`config.mk`:
```
export PLATFORM = sky130hd
export DESIGN_NAME = duck_ctl
export DESIGN_NICKNAME = d
export VERILOG_FILES = /design/src/rtl/duck_ctl.sv
export SDC_FILE = /design/constraint.sdc
export NUM_CORES = 1
export LEC_CHECK = 0
export ABC_AREA = 1
export BUFFER_PORTS_ARGS = -buffer_cell sky130_fd_sc_hd__buf_2
export CORE_MARGIN = 8
export CORE_UTILIZATION = 45
export DETAILED_ROUTE_END_ITERATION = 10
export PLACE_DENSITY = 0.72
export REMOVE_ABC_BUFFERS = 1
export SLEW_MARGIN = 20
export SYNTH_ARGS = -nofsm -noshare
export SYNTH_HDL_FRONTEND = slang
export SYNTH_SLANG_ARGS = --single-unit
```
`constraint.sdc`:
```
create_clock -name pclk -period 3.72 [get_ports pclk]
set_input_delay 0.744 -clock pclk [delete_from_list [all_inputs] [get_ports pclk]]
set_output_delay 0.744 -clock pclk [all_outputs]
set_load 0.02 [all_outputs]
```
`src/rtl/duck_ctl.sv`:
```
// duck_ctl: per-frame fly/hit/fall/escape sequencing for one duck sprite.
// Define DUCK_CTL_ANIM_EN to enable the wing-flap anim_frame toggle in FLY/ESCAPE.
module duck_ctl #(
   parameter int WIDTH         = 48,
   parameter int X_MIN         = 0,
   parameter int X_MAX         = 800 - WIDTH,
   parameter int Y_MIN         = 0,
   parameter int Y_MAX         = 400,
   parameter int SPEED_X       = 2,
   parameter int SPEED_Y       = 2,
   parameter int FALL_SPEED    = 4,
   parameter int HIT_FRAMES    = 30,
   parameter int ESCAPE_FRAMES = 600,
   parameter int ANIM_DIV      = 8
) (
   input  logic        pclk,
   input  logic        rst,
   input  logic        frame_tick,
   input  logic        start,
   input  logic [10:0] start_x,
   input  logic        start_left,
   input  logic        hit,
   output logic [10:0] xpos,
   output logic [10:0] ypos,
   output logic        invert,
   output logic [1:0]  anim_frame,
   output logic [2:0]  state,
   output logic        busy,
   output logic        escaped,
   output logic        fallen
);

   typedef enum logic [2:0] {
      S_IDLE = 3'd0,
      S_FLY  = 3'd1,
      S_HIT  = 3'd2,
      S_FALL = 3'd3,
      S_ESC  = 3'd4
   } state_e;

   localparam int CNT_MAX = (ESCAPE_FRAMES > HIT_FRAMES) ? ESCAPE_FRAMES : HIT_FRAMES;
   localparam int CW      = $clog2(CNT_MAX + 1);

   localparam logic [11:0] XMIN12 = 12'(X_MIN);
   localparam logic [11:0] XMAX12 = 12'(X_MAX);
   localparam logic [11:0] YMIN12 = 12'(Y_MIN);
   localparam logic [11:0] YMAX12 = 12'(Y_MAX);
   localparam logic [11:0] SPX12  = 12'(SPEED_X);
   localparam logic [11:0] SPY12  = 12'(SPEED_Y);
   localparam logic [11:0] FALL12 = 12'(FALL_SPEED);
   localparam logic [CW-1:0] ESC_N = CW'(ESCAPE_FRAMES);
   localparam logic [CW-1:0] HIT_N = CW'(HIT_FRAMES);

   state_e      state_q;
   logic [10:0] xpos_q, ypos_q;
   logic        inv_q, ydn_q, hit_q, esc_q, fal_q;
   logic [1:0]  anim_q;
   logic [CW-1:0] cnt_q, cnt_inc;

   // 12-bit working values so steps past either bound never wrap.
   logic [11:0] x_ext, y_ext, sx_ext, x_add, x_sub, y_add, y_sub, y_fall;
   logic [10:0] x_fly_d, y_fly_d, sx_clamp_d;
   logic        inv_fly_d, ydn_fly_d, hit_any, aph_d;

   assign x_ext   = {1'b0, xpos_q};
   assign y_ext   = {1'b0, ypos_q};
   assign sx_ext  = {1'b0, start_x};
   assign x_add   = x_ext + SPX12;
   assign x_sub   = x_ext - SPX12;
   assign y_add   = y_ext + SPY12;
   assign y_sub   = y_ext - SPY12;
   assign y_fall  = y_ext + FALL12;
   assign cnt_inc = cnt_q + CW'(1);
   assign hit_any = hit_q | hit;

   always_comb begin
      x_fly_d   = xpos_q;
      inv_fly_d = inv_q;
      if (!inv_q) begin
         if (x_add > XMAX12) begin
            x_fly_d   = 11'(X_MAX);
            inv_fly_d = 1'b1;
         end else begin
            x_fly_d = 11'(x_add);
         end
      end else if (x_ext < XMIN12 + SPX12) begin
         x_fly_d   = 11'(X_MIN);
         inv_fly_d = 1'b0;
      end else begin
         x_fly_d = 11'(x_sub);
      end
   end

   always_comb begin
      y_fly_d   = ypos_q;
      ydn_fly_d = ydn_q;
      if (!ydn_q) begin
         if (y_ext < YMIN12 + SPY12) begin
            y_fly_d   = 11'(Y_MIN);
            ydn_fly_d = 1'b1;
         end else begin
            y_fly_d = 11'(y_sub);
         end
      end else if (y_add > YMAX12) begin
         y_fly_d   = 11'(Y_MAX);
         ydn_fly_d = 1'b0;
      end else begin
         y_fly_d = 11'(y_add);
      end
   end

   always_comb begin
      sx_clamp_d = start_x;
      if (sx_ext <= XMIN12)      sx_clamp_d = 11'(X_MIN);
      else if (sx_ext >= XMAX12) sx_clamp_d = 11'(X_MAX);
   end

`ifdef DUCK_CTL_ANIM_EN
   localparam int AW = $clog2(ANIM_DIV + 1);
   logic [AW-1:0] acnt_q, acnt_d;
   logic          aph_q;

   always_comb begin
      acnt_d = acnt_q + AW'(1);
      aph_d  = aph_q;
      if (acnt_q == AW'(ANIM_DIV - 1)) begin
         acnt_d = '0;
         aph_d  = ~aph_q;
      end
   end

   // Held at zero in IDLE, so every launch restarts the flap phase.
   always_ff @(posedge pclk) begin
      if (rst || state_q == S_IDLE) begin
         acnt_q <= '0;
         aph_q  <= 1'b0;
      end else if (frame_tick && ((state_q == S_FLY && !hit_any) || state_q == S_ESC)) begin
         acnt_q <= acnt_d;
         aph_q  <= aph_d;
      end
   end
`else
   assign aph_d = 1'b0;
`endif

   always_ff @(posedge pclk) begin
      if (rst) begin
         state_q <= S_IDLE;
         xpos_q  <= '0;
         ypos_q  <= 11'(Y_MAX);
         inv_q   <= 1'b0;
         ydn_q   <= 1'b0;
         hit_q   <= 1'b0;
         cnt_q   <= '0;
         anim_q  <= 2'd0;
         esc_q   <= 1'b0;
         fal_q   <= 1'b0;
      end else begin
         esc_q <= 1'b0;
         fal_q <= 1'b0;
         case (state_q)
            S_IDLE: if (start) begin
               xpos_q  <= sx_clamp_d;
               ypos_q  <= 11'(Y_MAX);
               inv_q   <= start_left;
               ydn_q   <= 1'b0;
               hit_q   <= 1'b0;
               cnt_q   <= '0;
               anim_q  <= 2'd0;
               state_q <= S_FLY;
            end
            S_FLY: if (frame_tick) begin
               hit_q <= 1'b0;
               if (hit_any) begin
                  // a pending hit wins over escape expiry on the same tick
                  state_q <= S_HIT;
                  cnt_q   <= '0;
                  anim_q  <= 2'd2;
               end else begin
                  xpos_q <= x_fly_d;
                  inv_q  <= inv_fly_d;
                  ypos_q <= y_fly_d;
                  ydn_q  <= ydn_fly_d;
                  cnt_q  <= cnt_inc;
                  anim_q <= {1'b0, aph_d};
                  if (cnt_inc == ESC_N) state_q <= S_ESC;
               end
            end else if (hit) begin
               hit_q <= 1'b1;
            end
            S_HIT: if (frame_tick) begin
               cnt_q <= cnt_inc;
               if (cnt_inc == HIT_N) begin
                  state_q <= S_FALL;
                  anim_q  <= 2'd3;
               end
            end
            S_FALL: if (frame_tick) begin
               if (y_fall >= YMAX12) begin
                  ypos_q  <= 11'(Y_MAX);
                  fal_q   <= 1'b1;
                  anim_q  <= 2'd0;
                  state_q <= S_IDLE;
               end else begin
                  ypos_q <= 11'(y_fall);
               end
            end
            S_ESC: if (frame_tick) begin
               xpos_q <= x_fly_d;
               inv_q  <= inv_fly_d;
               if (y_ext < SPY12) begin
                  ypos_q  <= '0;
                  esc_q   <= 1'b1;
                  anim_q  <= 2'd0;
                  state_q <= S_IDLE;
               end else begin
                  ypos_q <= 11'(y_sub);
                  anim_q <= {1'b0, aph_d};
               end
            end
            default: state_q <= S_IDLE;
         endcase
      end
   end

   assign xpos       = xpos_q;
   assign ypos       = ypos_q;
   assign invert     = inv_q;
   assign anim_frame = anim_q;
   assign state      = state_q;
   assign busy       = (state_q != S_IDLE);
   assign escaped    = esc_q;
   assign fallen     = fal_q;

endmodule

```
==> results of run 1 <==
worst reg2reg max path, delay by kind of cell (launching register included):
kind / cells / cell delay, ns
buffers and inverters: 3 / 0.42
AOI/OAI and AO/OA: 1 / 0.13
and+or+nand+nor: 8 / 1.14
DFF: 1 / 0.50
cells in the mapped netlist, types with 9 or more instances:
master / number / area [um^2]
nand2_1: 172 / 645.6
inv_2: 15 / 56.30
nor2_4: 9 / 101.4
inv_1: 68 / 255.2
nor2_2: 11 / 68.82
dfxtp_1: 42 / 840.8
nand3_1: 54 / 270.3
xor2_1: 19 / 166.4
o21ai_0: 24 / 120.1
a21oi_1: 44 / 220.2
nor2_1: 68 / 255.2
ha_1: 9 / 112.6
nand4_1: 16 / 100.1
worst max-delay path by stage:
| stage | startpoint | to |
|---|---|---|
| floorplan | ypos[2]$_SDFFE_PP0P_ | ypos[8]$_SDFFE_PP1P_ |
| global placement | frame_tick | xpos[8]$_SDFFE_PP0P_ |
| detailed placement | frame_tick | xpos[8]$_SDFFE_PP0P_ |
| CTS | state[2]$_SDFFE_PP0P_ | xpos[8]$_SDFFE_PP0P_ |
| global route | state[2]$_SDFFE_PP0P_ | xpos[8]$_SDFFE_PP0P_ |
| finish | state[2]$_SDFFE_PP0P_ | ypos[1]$_SDFFE_PP0P_ |
logic make-up (layout without fill, tap and decap cells):
kind of cell	count (synthesis)	after routing	share of synthesized area
compound gates	90	90	0.1383
xor+xnor	20	20	0.04712
fa+ha+maj	9	9	0.03029
buf+inv	100	138	0.1128
flops	42	42	0.2262
simple gates	360	360	0.4453
registers in the layout, summed over array words and instances, names as in the netlist:
register    flops
fallen          1
escaped         1
xpos           11
anim_frame      2
hit_q           1
ypos           11
state           3
ydn_q           1
cnt_q          10
invert          1
power breakdown:
group	switching (mW)	total [mW]	leakage (nW)	internal, mW
Clock	0.163	0.313	0.0472	0.149
Sequential	0.233	0.807	0.343	0.574
Combinational	1.43	2.08	1.48	0.656
final cells by class:
class                           instances  area (um^2)  share of cell area
Sequential cell                        42        840.8              0.2065
Timing Repair Buffer                   47        235.2             0.05778
Clock inverter                          2        12.51            0.003073
Inverter                               83        311.5             0.07652
Multi-Input combinational cell        479         2457              0.6036
Tap cell                              105        131.4             0.03227
Clock buffer                            6        82.58             0.02028
layer usage:
| metal | part of all wire | global-route usage | wire, um | vias to the layer above |
|---|---|---|---|---|
| li1 | - | - | - | 2077 |
| met1 | 0.45 | 0.2136 | 4610 | 1818 |
| met2 | 0.49 | 0.3219 | 5037 | 121 |
| met3 | 0.045 | 0.02879 | 469 | 18 |
| met4 | 0.020 | 0.05126 | 209 | 0 |
| met5 | 0 | 0 | 0 | - |
stage by stage:
step	cell area [um^2]	std cells	setup slack, ns	hold WS [ns]
6_report	4071	764	1.450	0.4566
5_1_grt	4071	764	1.230	0.4948
4_1_cts	4071	764	1.512	0.4652
3_5_place_dp	3976	756	1.345	0.4545
3_3_place_gp	3976	756	1.405	0.4377
2_1_floorplan	3610	604	1.688	0.4619
==> results.md, run 1 <==
- Status: complete, no violations
- Fmax: 440.4 MHz
- Syn avg cell area: 5.986 um^2
- Worst Setup End Kind: flop
- Layout overhead on the synthesized area: 9.525%
- Number of global-route vias before repair: 3851
- Final WL: 10330 um
- Crit start category: flop
- Reg2reg end: ypos[1]$_SDFFE_PP0P_
- H-tree levels: 2
- Hpwl dp: 8002 um
- Syn. warnings: 0
- Slew at the pin closest to its max-slew limit: 0.7084 ns
- Final Hold Viols: 0
- Die area: ~0.011 mm^2
- Drt via density: ~5.3
- Final GP Congestion: 0.9675
- Buffers & Inverters on Critical Path: 3
- Static Leak: 1.874 nW
- Post_cts resized: 0
- Total Power: between 3 and 4 mW
- Crit-path slowest cell: dfxtp_1
- Clk Latency, worst-skew pair: 0.30 ns
- CP max stage delay: about 0.50 ns
- Power density cells: 786.5 mW/mm^2
- Site Rows: 33
- CTS Buffer Depth: 2
- Number of synthesized flops with an enable pin: 0
- Cell Chain, Critical Path: inv_2 -> nand2_4 -> nor2_4 -> nand2_2 -> nand2_2 -> inv_2 -> nand3_2 -> nor2_2 -> inv_2 -> nor2_1 -> nand3_1 -> a21oi_1
- Synthesized instance count: 621
- TritonRoute pass-1 iters: 5
- Max Cap Violations: 0
- Hold Path Sink: anim_frame[1]$_SDFFE_PP0P_
- CP max FO: 12
- Initial antenna violation count: 0
- Diode count: 0
- HP Start: anim_frame[1]$_SDFFE_PP0P_
- Gr usage total: 0.1792
- Layout Nets: 684
- Worst r2r path cells: 12
- Fill cell count: 877
- Fin crit share: 0.6103
- Post-CTS setup buffers: 0
- Distinct cells, synth: 43
- Clock Skews: between 0.008 and 0.009 ns
- Initial drt markers: between 200 and 250
- Delay-heaviest family, CP: simple AND/OR/NAND/NOR gates
- Post-route antenna net violation count: 0
- Core area: 0.008093 mm^2
- Worst EP required: 3.95 ns
- Top_reg_cell synth: dfxtp_1
- CP dominant cell by count: inv_2
- Die Y: 106.9 um
- Clk slew on worst S/H paths: 0.09 ns
- Post-CTS Hold Fix Bufs: 0
- DRC viols: 0
- CTS sink cnt: 42
- Synth Register Bits: 42
- Commonest cells after routing, fill and taps aside: nand2_1, inv_1, nor2_1
- Reg2Reg Launch Point: state[2]$_SDFFE_PP0P_
- Crit path kind: reg -> reg
- Sequential cell area fraction in the yosys report: 0.2262
- CTS root buffer: clkbuf_8
- Worst slew margin: 0.5272
- Final setup violation count: 0
- Crit path DAT: 2.50 ns
- Utilization of the core after routing: 0.5031
- Grt total ovfl: 0
- Largest net degree at the start of global routing: 23
- Max VDD drop: 462.1 uV
- Critical path depth: 12
- Die width: 106.9 um
- Ports: 48
- Register-to-register setup slack: around 1.4 ns
- Min Tclk post-route: 2.270 ns
- Setup TNS: 0 ns
- Fraction of layout cells with a size suffix above 1: 0.1654
- Min-Delay Path Class: reg -> reg
- Async SR Flop Fraction: 0
- CTS Buf Count: 5
- Avg WL per Cell: ~14 um
- Cell Area, Synth: 0.003717 mm^2
- RSZ-0062 raised after global routing: no
- CTS tree: built
- First-pass GRT wire length: 17320 um
- Starting density of the core: 0.4593
- PortBufs: 47
- Commonest non-fill, non-tap cell in the layout: nand2_1
- Slew Viols, Final: 0
- WHS Path Cells: 2
- Routed via count: 4034
Note: power is estimated with default switching activity, not from simulation.
==> run 2, diff against run 1 <==
clock period = 2.2 ns   (was 3.72 ns; I/O delays follow)
==> run 2 against run 1 <==
Global-route usage increased by 0.88 points. Largest cell class unchanged. Flip-flop and latch count did not move. Maximum frequency rose by 12%. Die area stayed put. Combinational power is 84% higher. Critical path depth is 1 higher. Worst setup slack got worse by 1.3 ns. Critical path type unchanged.
==> results.md, run 2 (synthesized netlist as in run 1, its figures left out) <==
- Worst r2r path cells: 13 (+1)
- Die width: 106.9 um (unchanged)
- Clock Skews: 0.005735 ns (-0.003026 ns)
- Worst EP required: 2.43 ns (-1.52 ns)
- TritonRoute pass-1 iters: 4 (-1)
- WHS Path Cells: 3 (+1)
- CTS root buffer: clkbuf_8
- Placed cell area: 0.004089 mm^2 (+2.8%)
- Crit path kind: reg -> reg
- Ports: 48 (unchanged)
- Initial drt markers: 195 (-11%)
- PortBufs: 47 (unchanged)
- Reg2Reg Launch Point: ypos[1]$_SDFFE_PP0P_
- Initial antenna violation count: 0 (unchanged)
- Post-CTS Hold Fix Bufs: 0 (unchanged)
- Starting density of the core: 0.4593 (unchanged)
- Power density cells: 1366 mW/mm^2 (+74%)
- Post-CTS setup buffers: 0 (unchanged)
- Layout overhead on the synthesized area: 14.51%
- First-pass GRT wire length: 18060 um (+4.3%)
- Worst Setup End Kind: flop
- CTS tree: built
- Crit path DAT: 2.26 ns (-0.24 ns)
- Final WL: 10680 um (+3.4%)
- H-tree levels: 2 (unchanged)
- Post-route antenna net violation count: 0 (unchanged)
- Die area: 0.01143 mm^2 (unchanged)
- Register-to-register setup slack: 0.17 ns (-1.28 ns)
- Avg WL per Cell: 13.71 um (+1.4%)
- Diode count: 0 (unchanged)
- Fin crit share: 0.9238 (+0.3135)
- Drt via density: 5.264 (-0.30%)
- Clk slew on worst S/H paths: 0.09 ns (about the same)
- Gr usage total: 0.1879 (+0.008751)
- Hpwl dp: 8302 um (+3.8%)
- Fill cell count: 886 (+1.0%)
- Fraction of layout cells with a size suffix above 1: 0.2062 (+0.04083)
- CTS Buffer Depth: 2 (unchanged)
- CP max FO: 8 (-4)
- Max VDD drop: 649.0 uV (+40%)
- Number of global-route vias before repair: 3985 (+3.5%)
- Total Power: 5.814 mW (+82%)
- Reg2reg end: ypos[5]$_SDFFE_PP0P_
- Core area: 0.008093 mm^2 (unchanged)
- Crit start category: flop
- RSZ-0062 raised after global routing: yes
- Hold Path Sink: fallen$_SDFF_PP0_
- Grt total ovfl: 0 (unchanged)
- Site Rows: 33 (unchanged)
- Commonest non-fill, non-tap cell in the layout: nand2_1
- Max Cap Violations: 0 (unchanged)
- Die Y: 106.9 um (unchanged)
- CTS Buf Count: 5 (unchanged)
- Utilization of the core after routing: 0.5260 (+0.02288)
- Clk Latency, worst-skew pair: 0.30 ns (about the same)
- Routed via count: 4101 (+1.7%)
- HP Start: frame_tick
- Largest net degree at the start of global routing: 23 (unchanged)
- Min Tclk post-route: 2.032 ns (-0.2380 ns)
- Slew at the pin closest to its max-slew limit: 0.6922 ns (-0.01626 ns)
- DRC viols: 0 (unchanged)
- CTS sink cnt: 42 (unchanged)
- Status: complete, no violations
- Slew Viols, Final: 0 (unchanged)
- Fmax: 492.0 MHz (+12%)
- Min-Delay Path Class: in -> reg
- Worst slew margin: 0.5380 (+0.01084)
- Post-route cell area: 0.004257 mm^2 (+4.5%)
- Final setup violation count: 0 (unchanged)
- Final GP Congestion: 0.9737 (+0.64%)
- Static Leak: 1.958 nW (+4.5%)
- Final Hold Viols: 0 (unchanged)
- Layout Nets: 699 (+2.2%)
- Commonest cells after routing, fill and taps aside: nand2_1, inv_1, nor2_1
==> run 2: cell count changes in the layout (fill, tap and decap cells not counted), sizes merged <==
cell / change
buf: +15
bufinv: +1
clkbuf: -1
clkinvlp: -1
inv: +1
==> run 2: routing by layer <==
| metal | up-vias | GRT usage | part of all wire |
|---|---|---|---|
| met3 | 17 | 0.02939 | 0.053 |
| li1 | 2114 | - | - |
| met2 | 122 | 0.3370 | 0.49 |
| met1 | 1848 | 0.2208 | 0.44 |
| met5 | - | 0 | 0 |
| met4 | 0 | 0.06533 | 0.017 |
==> run 2: worst max-delay path: stages (launching register included) <==
cell and delay [ns]:
dfxtp_4 0.41, inv_1 0.10, ha_1 0.32, nor3_1 0.20
nand2_1 0.08, nand2_1 0.06, nand3_1 0.06, nand2_1 0.08
nand2_2 0.07, nor2_4 0.20, nand3_1 0.10, nand2_1 0.09
nand2_1 0.05, a21oi_1 0.13
==> run 2: layout make-up <==
cell class / count / area (um^2) / share of cell area
sequential: 42 / 855.8 / 0.2011
multi-input combinational: 479 / 2497 / 0.5867
clock inverter: 3 / 43.79 / 0.01029
clock buffer: 5 / 68.82 / 0.01617
inverter: 83 / 311.5 / 0.07319
tap: 105 / 131.4 / 0.03086
timing repair buffer: 62 / 347.8 / 0.08172
==> run 2: where the power goes <==
part           switching, mW  internal, mW
Sequential             0.354         0.986
Clock                  0.304         0.341
Combinational           2.54          1.29
==> run 2: timing repair <==
| item | 4_1_cts | 5_1_grt |
|---|---|---|
| endpoints found under the setup margin | 0 | 21 |
| endpoints found under the hold margin | 0 | 0 |
| resized for setup | 0 | 20 |
==> run 2: worst max-delay path by stage <==
| stage | cells past startpoint | end | start |
|---|---|---|---|
| 2_1_floorplan | 11 | ypos[8]$_SDFFE_PP1P_ | ypos[2]$_SDFFE_PP0P_ |
| 3_3_place_gp | 13 | state[1]$_SDFFE_PP0P_ | ypos[1]$_SDFFE_PP0P_ |
| 3_5_place_dp | 13 | ypos[5]$_SDFFE_PP0P_ | ypos[1]$_SDFFE_PP0P_ |
| 4_1_cts | 13 | ypos[5]$_SDFFE_PP0P_ | ypos[1]$_SDFFE_PP0P_ |
| 5_1_grt | 15 | ypos[4]$_SDFFE_PP1P_ | ypos[2]$_SDFFE_PP0P_ |
| 6_report | 13 | ypos[5]$_SDFFE_PP0P_ | ypos[1]$_SDFFE_PP0P_ |
==> run 2: through the flow <==
| step | cells | setup TNS, ns | hold WS (ns) | setup WS (ns) |
|---|---|---|---|---|
| floorplan | 604 | 0 | 0.4619 | 0.1680 |
| global placement | 771 | 0 | 0.4406 | 0.1093 |
| detailed placement | 771 | 0 | 0.4597 | 0.05885 |
| CTS | 779 | 0 | 0.4299 | 0.03303 |
| global route | 779 | -0.02727 | 0.4588 | -0.01579 |
| finish | 779 | 0 | 0.4289 | 0.1675 |
==> run 3, diff against run 2 <==
CORE_MARGIN = 3   (was 8)
==> run 3 against run 2 <==
Global-route usage grew 3.9 points. Sequential share of layout area shrank 0.34 points. Worst hold slack gained 0.0059 ns. Die area shrank 18%. First-iteration DRC count grew 43%. Flip-flop and latch count is the same. Via count grew 3.0%. Combinational power grew 2%. Highest routed layer unchanged. Largest power group unchanged. Clock power shrank 6.0%. Total power grew 0.43%. Critical endpoint is now xpos[7]$_SDFFE_PP0P_. Count of clock-buffer cells in the layout grew 2.
==> results.md, run 3 (synthesized netlist as in run 1, its figures left out) <==
- Status: complete, no violations
- Hpwl dp: 8375 um (+0.87%)
- Crit path DAT: 2.25 ns (about the same)
- Drt via density: 5.410 (+2.8%)
- Largest net degree at the start of global routing: 23 (unchanged)
- Grt total ovfl: 0 (unchanged)
- Commonest non-fill, non-tap cell in the layout: nand2_1
- Fraction of layout cells with a size suffix above 1: 0.2003 (-0.005937)
- Utilization of the core after routing: 0.5417 (+0.01575)
- Routed via count: 4225 (+3.0%)
- CTS root buffer: clkbuf_8
- Die Y: 96.89 um (-9.4%)
- CP max stage delay: 0.41 ns (about the same)
- Initial drt markers: 279 (+43%)
- CTS Buffer Depth: 2 (unchanged)
- Starting density of the core: 0.4713 (+0.01195)
- Static Leak: 1.977 nW (+0.94%)
- Register area: 844.6 um^2 (-1.3%)
- Total Power: 5.839 mW (+0.43%)
- Diode count: 0 (unchanged)
- Site Rows: 32 (-3.0%)
- Min-Delay Path Class: in -> reg
- PortBufs: 47 (unchanged)
- Fill cell count: 795 (-10%)
- CP max FO: 10 (+2)
- Clock Skews: 0.01128 ns (+0.005543 ns)
- Ports: 48 (unchanged)
- Post-CTS Hold Fix Bufs: 0 (unchanged)
- H-tree levels: 2 (unchanged)
- CTS sink cnt: 42 (unchanged)
- Power density cells: 1367 mW/mm^2 (about the same)
- Clk slew on worst S/H paths: 0.09 ns (about the same)
- Avg WL per Cell: 13.74 um (+0.24%)
- Max VDD drop: 704.2 uV (+8.5%)
- Worst r2r path cells: 9 (-4)
- Register-to-register setup slack: 0.17 ns (about the same)
- Multi-input combinational cell area: 0.002497 mm^2 (unchanged)
- DRC viols: 0 (unchanged)
- Worst EP required: 2.42 ns (about the same)
- Slew Viols, Final: 0 (unchanged)
- Crit start category: flop
- Core area: 0.007888 mm^2 (-2.5%)
- Die width: 96.89 um (-9.4%)
- Final Hold Viols: 0 (unchanged)
- RSZ-0062 raised after global routing: no
- Crit path kind: reg -> reg
- Fin crit share: 0.9217 (-0.002178)
- Cell Chain, Critical Path: inv_2 -> nand2_4 -> nor2_4 -> inv_2 -> nand2_4 -> nand2_1 -> inv_1 -> nand3_1 -> a31oi_1
- First-pass GRT wire length: 18080 um (about the same)
- Final GP Congestion: 0.9677 (-0.62%)
- Crit-path slowest cell: dfxtp_1
- Layout Nets: 704 (+0.72%)
- Slew at the pin closest to its max-slew limit: 0.7063 ns (+0.01412 ns)
- Die area: 0.009388 mm^2 (-18%)
- Max Cap Violations: 0 (unchanged)
- Gr usage total: 0.2269 (+0.03898)
- Initial antenna violation count: 0 (unchanged)
- Worst Setup End Kind: flop
- Clk Latency, worst-skew pair: 0.30 ns (about the same)
- Crit path to: xpos[7]$_SDFFE_PP0P_
- CTS tree: built
- Reg2reg end: xpos[7]$_SDFFE_PP0P_
- Post-route antenna net violation count: 0 (unchanged)
- CTS Buf Count: 5 (unchanged)
- Reg2Reg Launch Point: state[2]$_SDFFE_PP0P_
- Commonest cells after routing, fill and taps aside: nand2_1, inv_1, nor2_1
- Final setup violation count: 0 (unchanged)
- Setup TNS: 0 ns (unchanged)
- Min Tclk post-route: 2.028 ns (-0.004792 ns)
- Fmax: 493.2 MHz (+0.24%)
- TritonRoute pass-1 iters: 5 (+1)
- Final WL: 10730 um (+0.50%)
- Number of global-route vias before repair: 3962 (-0.58%)
- CP startpoint: state[2]$_SDFFE_PP0P_
- Worst slew margin: 0.5286 (-0.009427)
- Layout overhead on the synthesized area: 14.94%
[run 3: layout make-up]
type / count / share of cell area
Clock inverter: 1 / 0.007028
Sequential cell: 42 / 0.1977
Multi-Input combinational cell: 479 / 0.5845
Tap cell: 102 / 0.02987
Inverter: 83 / 0.07291
Timing Repair Buffer: 67 / 0.09019
Clock buffer: 7 / 0.01786
[run 3: metrics by stage]
stage	cell area (um^2)	cells	hold WS (ns)	setup slack [ns]
final	4273	781	0.4347	0.1723
after floorplan	3610	604	0.4619	0.1680
after global placement	4100	770	0.4496	0.1259
after CTS	4207	778	0.4272	0.05557
after global routing	4273	781	0.4438	0.002986
after detailed placement	4100	770	0.4593	0.07429
[run 3: critical path: cells and delay by family, from the launching register on]
kind            cells  cell delay (ns)
compound gates      1             0.23
buf+inv             3             0.48
flops               1             0.41
simple gates        5             0.83
[run 3: worst min path at each step]
stage / cells after the start / end / start / slack [ns]
2_1_floorplan: 2 / cnt_q[8]$_SDFFE_PP0P_ / cnt_q[8]$_SDFFE_PP0P_ / 0.46
3_3_place_gp: 2 / ypos[0]$_SDFFE_PP0P_ / ypos[0]$_SDFFE_PP0P_ / 0.45
3_5_place_dp: 2 / ypos[0]$_SDFFE_PP0P_ / ypos[0]$_SDFFE_PP0P_ / 0.46
4_1_cts: 3 / fallen$_SDFF_PP0_ / frame_tick / 0.43
5_1_grt: 3 / fallen$_SDFF_PP0_ / frame_tick / 0.44
6_report: 3 / fallen$_SDFF_PP0_ / frame_tick / 0.43
[run 3: layer usage]
metal / GRT usage / routed length (um) / part of all wire
met1: 0.2973 / 4731 / 0.44
met2: 0.3800 / 5045 / 0.47
met3: 0.03749 / 727 / 0.068
met4: 0.07127 / 225 / 0.021
met5: 0 / 0 / 0
[run 3: report_power, final]
part,switching [mW],total (mW),internal [mW]
clock,0.267,0.606,0.340
sequential,0.338,1.31,0.974
combinational,2.60,3.92,1.32
[run 3: timing repair]
item,4_1_cts,5_1_grt
setup buffers,0,3
gates resized for setup,0,14
endpoints found under the hold margin,0,0
setup endpoints to repair,0,12
